<file path="src/rtl/mem_access_stage_pkg.sv">
// mem_access_stage_pkg: shared op/write-back encodings and MEM-stage state for mem_access_stage
package mem_access_stage_pkg;
  typedef enum logic [2:0] {ST_NONE, ST_SB, ST_SH, ST_SW} st_op_e;
  typedef enum logic [2:0] {LD_NONE, LD_LB, LD_LBU, LD_LH, LD_LHU, LD_LW} ld_op_e;
  typedef enum logic [1:0] {WB_ALU, WB_LOAD, WB_PC4, WB_EXT} wsel_e;
  typedef enum logic {IDLE, BUSY} state_e;
endpackage

</file>
<file path="src/rtl/mem_access_stage_load_format.sv">
// mem_load_format: selects the addressed lane of a read word and sign/zero-extends it
module mem_load_format
  import mem_access_stage_pkg::*;
(
  input  logic [2:0]  op,
  input  logic [1:0]  addr_lo,
  input  logic [31:0] rdata,
  output logic [31:0] data
);
  logic [7:0]  b;
  logic [15:0] h;
  always_comb begin
    b    = rdata[8*addr_lo +: 8];
    h    = addr_lo[1] ? rdata[31:16] : rdata[15:0];
    data = op == LD_LB  ? {{24{b[7]}}, b} :
           op == LD_LBU ? {24'b0, b} :
           op == LD_LH  ? {{16{h[15]}}, h} :
           op == LD_LHU ? {16'b0, h} : rdata;
  end
endmodule

</file>
<file path="src/rtl/mem_access_stage.sv">
// mem_access_stage: pipeline MEM stage with req/ack data-memory bus; MEM_MISALIGN_TRAP_EN enables misalign_err trap
module mem_access_stage
  import mem_access_stage_pkg::*;
(
  input  logic        clk,
  input  logic        rst,
  input  logic [2:0]  MEM_ram_wdata_op,
  input  logic [2:0]  MEM_ram_rdata_op,
  input  logic        MEM_rf_we,
  input  logic [1:0]  MEM_rf_wsel,
  input  logic [4:0]  MEM_wR,
  input  logic [31:0] MEM_pc4,
  input  logic [31:0] MEM_alu_c,
  input  logic [31:0] MEM_rD2,
  input  logic [31:0] MEM_ext,
  output logic        dmem_req,
  output logic        dmem_we,
  output logic [31:0] dmem_addr,
  output logic [3:0]  dmem_be,
  output logic [31:0] dmem_wdata,
  input  logic [31:0] dmem_rdata,
  input  logic        dmem_ack,
  output logic        mem_stall,
  output logic        fwd_we,
  output logic [4:0]  fwd_wR,
  output logic [31:0] fwd_wd,
`ifdef MEM_MISALIGN_TRAP_EN
  output logic        misalign_err,
`endif
  output logic        WB_rf_we,
  output logic [4:0]  WB_wR,
  output logic [31:0] WB_wd
);
  state_e      state_q, state_d;
  logic        req_q, req_d, we_q, we_d, wb_we_q, wb_we_d;
  logic [31:0] addr_q, addr_d, wdata_q, wdata_d, wb_wd_q, wb_wd_d;
  logic [3:0]  be_q, be_d;
  logic [4:0]  wb_wr_q, wb_wr_d;
  logic        is_st, is_ld, memop, misalign, go;
  logic [31:0] ld_data, nonld_val, sel_val;
`ifdef MEM_MISALIGN_TRAP_EN
  logic        err_q, err_d;
`endif

  mem_load_format u_fmt (
    .op      (MEM_ram_rdata_op),
    .addr_lo (MEM_alu_c[1:0]),
    .rdata   (dmem_rdata),
    .data    (ld_data)
  );

  always_comb begin
    is_st     = MEM_ram_wdata_op != ST_NONE;
    is_ld     = MEM_ram_rdata_op != LD_NONE;
    memop     = is_st | is_ld;
`ifdef MEM_MISALIGN_TRAP_EN
    misalign  = is_st ? ((MEM_ram_wdata_op == ST_SH) & MEM_alu_c[0]) |
                        ((MEM_ram_wdata_op == ST_SW) & (|MEM_alu_c[1:0]))
                      : ((MEM_ram_rdata_op == LD_LH | MEM_ram_rdata_op == LD_LHU) & MEM_alu_c[0]) |
                        ((MEM_ram_rdata_op == LD_LW) & (|MEM_alu_c[1:0]));
    err_d     = 1'b0;
`else
    misalign  = 1'b0;
`endif
    go        = (state_q == IDLE) & memop & ~misalign;
    nonld_val = MEM_rf_wsel == WB_PC4 ? MEM_pc4 : MEM_rf_wsel == WB_EXT ? MEM_ext : MEM_alu_c;
    sel_val   = MEM_rf_wsel == WB_LOAD ? ld_data : nonld_val;
    mem_stall = state_q == IDLE ? go : ~dmem_ack;
    fwd_we    = (state_q == IDLE) & MEM_rf_we & (MEM_rf_wsel != WB_LOAD);
    fwd_wR    = MEM_wR;
    fwd_wd    = nonld_val;
    state_d   = state_q;
    req_d     = req_q;
    we_d      = we_q;
    addr_d    = addr_q;
    be_d      = be_q;
    wdata_d   = wdata_q;
    wb_we_d   = 1'b0;
    wb_wr_d   = wb_wr_q;
    wb_wd_d   = wb_wd_q;
    if (go) begin
      state_d = BUSY;
      req_d   = 1'b1;
      we_d    = is_st;
      addr_d  = {MEM_alu_c[31:2], 2'b00};
      be_d    = MEM_ram_wdata_op == ST_SB ? 4'b0001 << MEM_alu_c[1:0] :
                MEM_ram_wdata_op == ST_SH ? (MEM_alu_c[1] ? 4'b1100 : 4'b0011) : 4'b1111;
      wdata_d = MEM_ram_wdata_op == ST_SB ? {4{MEM_rD2[7:0]}} :
                MEM_ram_wdata_op == ST_SH ? {2{MEM_rD2[15:0]}} : MEM_rD2;
    end else if ((state_q == IDLE & ~memop) | (state_q == BUSY & dmem_ack)) begin
      state_d = IDLE;
      req_d   = 1'b0;
      wb_we_d = MEM_rf_we;
      wb_wr_d = MEM_wR;
      wb_wd_d = sel_val;
    end
`ifdef MEM_MISALIGN_TRAP_EN
    else if (state_q == IDLE) err_d = 1'b1;
`endif
  end

  always_ff @(posedge clk) begin
    if (rst) begin
      state_q <= IDLE;
      req_q   <= 1'b0;
      we_q    <= 1'b0;
      addr_q  <= '0;
      be_q    <= '0;
      wdata_q <= '0;
      wb_we_q <= 1'b0;
      wb_wr_q <= '0;
      wb_wd_q <= '0;
    end else begin
      state_q <= state_d;
      req_q   <= req_d;
      we_q    <= we_d;
      addr_q  <= addr_d;
      be_q    <= be_d;
      wdata_q <= wdata_d;
      wb_we_q <= wb_we_d;
      wb_wr_q <= wb_wr_d;
      wb_wd_q <= wb_wd_d;
    end
  end

`ifdef MEM_MISALIGN_TRAP_EN
  always_ff @(posedge clk) begin
    if (rst) err_q <= 1'b0;
    else     err_q <= err_d;
  end
  assign misalign_err = err_q;
`endif

  assign dmem_req   = req_q;
  assign dmem_we    = we_q;
  assign dmem_addr  = addr_q;
  assign dmem_be    = be_q;
  assign dmem_wdata = wdata_q;
  assign WB_rf_we   = wb_we_q;
  assign WB_wR      = wb_wr_q;
  assign WB_wd      = wb_wd_q;
endmodule

</file>
<file path="config.mk">
export PLATFORM = sky130hd
export DESIGN_NAME = mem_access_stage
export DESIGN_NICKNAME = d
export VERILOG_FILES = /design/src/rtl/mem_access_stage_pkg.sv /design/src/rtl/mem_access_stage_load_format.sv /design/src/rtl/mem_access_stage.sv
export SDC_FILE = /design/constraint.sdc
export NUM_CORES = 1
export LEC_CHECK = 0
export BUFFER_PORTS_ARGS = -buffer_cell sky130_fd_sc_hd__buf_2
export CAP_MARGIN = 30
export CORE_AREA = 2 2 126 128
export DETAILED_ROUTE_END_ITERATION = 8
export DIE_AREA = 0 0 128 130
export PLACE_DENSITY_LB_ADDON = 0.08
export SYNTH_ARGS = -nofsm -noshare
export SYNTH_HDL_FRONTEND = slang
export SYNTH_SLANG_ARGS = --single-unit
</file>
<file path="constraint.sdc">
create_clock -name clk -period 4.31 [get_ports clk]
set_input_delay 0.862 -clock clk [delete_from_list [all_inputs] [get_ports clk]]
set_output_delay 0.862 -clock clk [all_outputs]
set_load 0.02 [all_outputs]
</file>
==> run_results.csv <==
group,metric,value,unit
floorplanning,die_h,130,microns
worst_hold_path,hold_class,"flip-flop to flip-flop",
timing,tightest_slew,0.9030,ns
timing,period_needed,3.188,ns
clock_network,cts_tree,"yes",
clock_network,numClockSinks,106,
setup_path,cp_slowest_cell,"or3_1",
placement,port_buffers,321,
detailed_routing,drc_errors,0,
synthesis,synthFlopType,"dfxtp_1",
synthesis,synth_area_leaders,"dfxtp_1, a21oi_1, mux2i_1, nand2_1, nor2_1",
run,max_cap_viol_count,0,
clock_network,htree_levels,3,
layout,drive_above_1_share,0.3725,
setup_path,crit_fanout,25,
synthesis,synth.ff_latch_count,106,
synthesis,synth_edf_count,0,
worst_hold_path,hold_depth,2,
setup_path,r2r_slack,2.26,ns
layout,fillers,1568,
setup_path,cp.arrival,2.33,ns
synthesis,synth.yosys.seq_area_share,0.3463,
layout,n_antenna_cell,0,
pwr,ir_worst_vdd,0.1899,mV
clock_network,holdBufCountCts,0,
timing,setup_viol,0,
timing,period_share,0.7396,
setup_path,path_cells,"buf_2, or3_1, o31ai_4, inv_4, buf_2",
layout,area_growth,30.26,%
synthesis,synth_top_area_cell,"dfxtp_1",
global_route,grt-ovfl-total,0,
clock_network,cts_made_buffers,9,
synthesis,yosysTopAreaCellShare,0.3463,
worst_hold_path,min_from,"WB_wR[0]",
setup_path,critical_path_class,"input pin to output pin",
pwr,p_per_area,331.3,nW/um^2
detailed_routing,drt-initial-drc-count,527,
global_route,grt_pass1_vias,5928,
timing,hold_viol_final,0,
setup_path,critPathMaxStageDelay,0.55,ns
global_route,grt_max_degree,50,
setup_path,crit_path_end_kind,"output pin",
layout,mostFrequentLayoutCells,"buf_2, nand2_1, dfxtp_1",
floorplanning,design.core.area,15420,sq um
placement,routabilityCongestion,0.8765,
timing,fin_skew,0.01108,ns
setup_path,worstPathRequired,3.45,ns
clock_network,post-cts-setup-buffer-count,0,
timing,tns,0,ns
synthesis,synthArstFlopShare,0,
synthesis,syn_avg_cell_area,7.999,sq um
floorplanning,initial_core_util,0.3972,
detailed_routing,wl_per_cell,18.89,microns
clock_network,clkTransAtPathRegs,0.08,ns
clock_network,root_buffer,"clkbuf_16",
status,status,"finished, final reports clean",
pwr,total_power,2.645,mW
timing,slew_headroom,0.3980,
clock_network,clockBufferDepth,2,
timing,final_max_slew_viol_count,0,
synthesis,syn_inst,766,
setup_path,r2r_end,"dmem_wdata[15]",
clock_network,insertion_delay,0.35,ns
setup_path,worst_setup_path_start_kind,"input pin",
layout,final_nets,1211,
global_route,track_usage,0.2631,
pwr,leakagePower,3.629,nW
placement,place_hpwl,17750,microns
worst_hold_path,hold_end,"WB_wR[0]",
synthesis,yosys_warnings,0,
timing,rsz0062_at_grt,"false",
synthesis,synthesis.area,6127,sq um
detailed_routing,ant_nets,0,
floorplanning,row_count,46,
setup_path,reg2reg_from,"dmem_req",
detailed_routing,vias,6699,
clock_network,cts_resized,0,
detailed_routing,firstDrtPassIters,5,
timing,max_freq,0.3137,GHz
floorplanning,die_w,128,microns
detailed_routing,viasPerCell,5.442,
floorplanning,die_area,16640,sq um
setup_path,crit_top_cell,"buf_2",
floorplanning,ioPinCount,324,
detailed_routing,wirelength,23250,microns
synthesis,synth_cell_types,49,
global_route,grt_pass1_wl,33660,microns
setup_path,rr_worst_depth,5,
layout,final_common_cell,"buf_2",
global_route,antenna_found_initial,1,
[area by class of cell]
cell class / instances / area, sq um / share of cell area
repair buffers: 336 / 1734 / 0.2173
flip-flops and latches: 106 / 2122 / 0.2659
inverters: 10 / 40.04 / 0.005016
clock buffers: 10 / 229.0 / 0.02869
well taps: 192 / 240.2 / 0.03010
multi-input cells: 571 / 3556 / 0.4455
clock inverters: 6 / 60.06 / 0.007525
[per-layer routing]
layer	track usage	routed length, microns	vias to the layer above
met5	0	15	-
met4	0.09696	568	2
met3	0.06929	1819	34
met2	0.4102	10780	289
met1	0.3522	10070	3094
li1	-	-	3280
[registers in the layout, summed over array words and instances, names as in the netlist]
register,flops
WB_rf_we,1
WB_wR,5
WB_wd,32
dmem_addr,30
dmem_be,4
dmem_req,1
dmem_wdata,32
dmem_we,1
[synthesized netlist by cell type, types with 9 or more instances]
master	count
inv_1	9
o21ai_0	28
buf_6	9
nor2b_1	13
nor2_1	73
a221oi_1	13
buf_2	13
clkbuf_1	40
dfxtp_1	106
a221oi_2	11
nor3_1	18
a21oi_1	103
nand2b_1	10
mux2i_1	49
nand2_1	115
buf_4	10
o21ai_1	16
a211oi_1	16
[stage by stage]
step	cells	hold slack, ns	area [sq um]	util	worst slack, ns
finish	1231	0.4501	7981	0.5174	1.122
detailed placement	1215	0.4425	7692	0.4987	1.134
global placement	1215	0.4365	7692	0.4987	1.140
floorplan	767	0.5282	6131	-	1.240
global route	1231	0.4721	7981	0.5174	1.020
CTS	1231	0.4518	7981	0.5174	1.130
[kinds of logic after synthesis]
group | Yosys count | share of synthesized area
simple gates | 265 | 0.1942
xor+xnor | 2 | 0.002859
flops | 106 | 0.3463
other cells | 1 | 0.0006120
mux | 57 | 0.1095
buf+inv | 90 | 0.07535
compound gates | 245 | 0.2712
[worst max-delay path by stage]
stage                         from         to  slack [ns]  cells past startpoint
2_1_floorplan  MEM_ram_rdata_op[2]  mem_stall        1.24                      7
3_3_place_gp   MEM_ram_rdata_op[2]  mem_stall        1.14                      5
3_5_place_dp   MEM_ram_rdata_op[2]  mem_stall        1.13                      5
4_1_cts        MEM_ram_rdata_op[2]  mem_stall        1.13                      5
5_1_grt        MEM_ram_wdata_op[1]  mem_stall        1.02                      5
6_report       MEM_ram_rdata_op[2]  mem_stall        1.12                      5
[power by group]
group / leakage (nW) / switching [mW] / internal (mW)
Combinational: 2.62 / 0.478 / 0.274
Sequential: 0.875 / 0.0378 / 1.05
Clock: 0.134 / 0.400 / 0.406
[worst max-delay path, delay by kind of cell]
family                 cells  cell delay [ns]
and+or+nand+nor            1             0.55
buffers and inverters      3             0.57
AOI/OAI and AO/OA          1             0.32
Note: power is estimated with default switching activity, not from simulation.
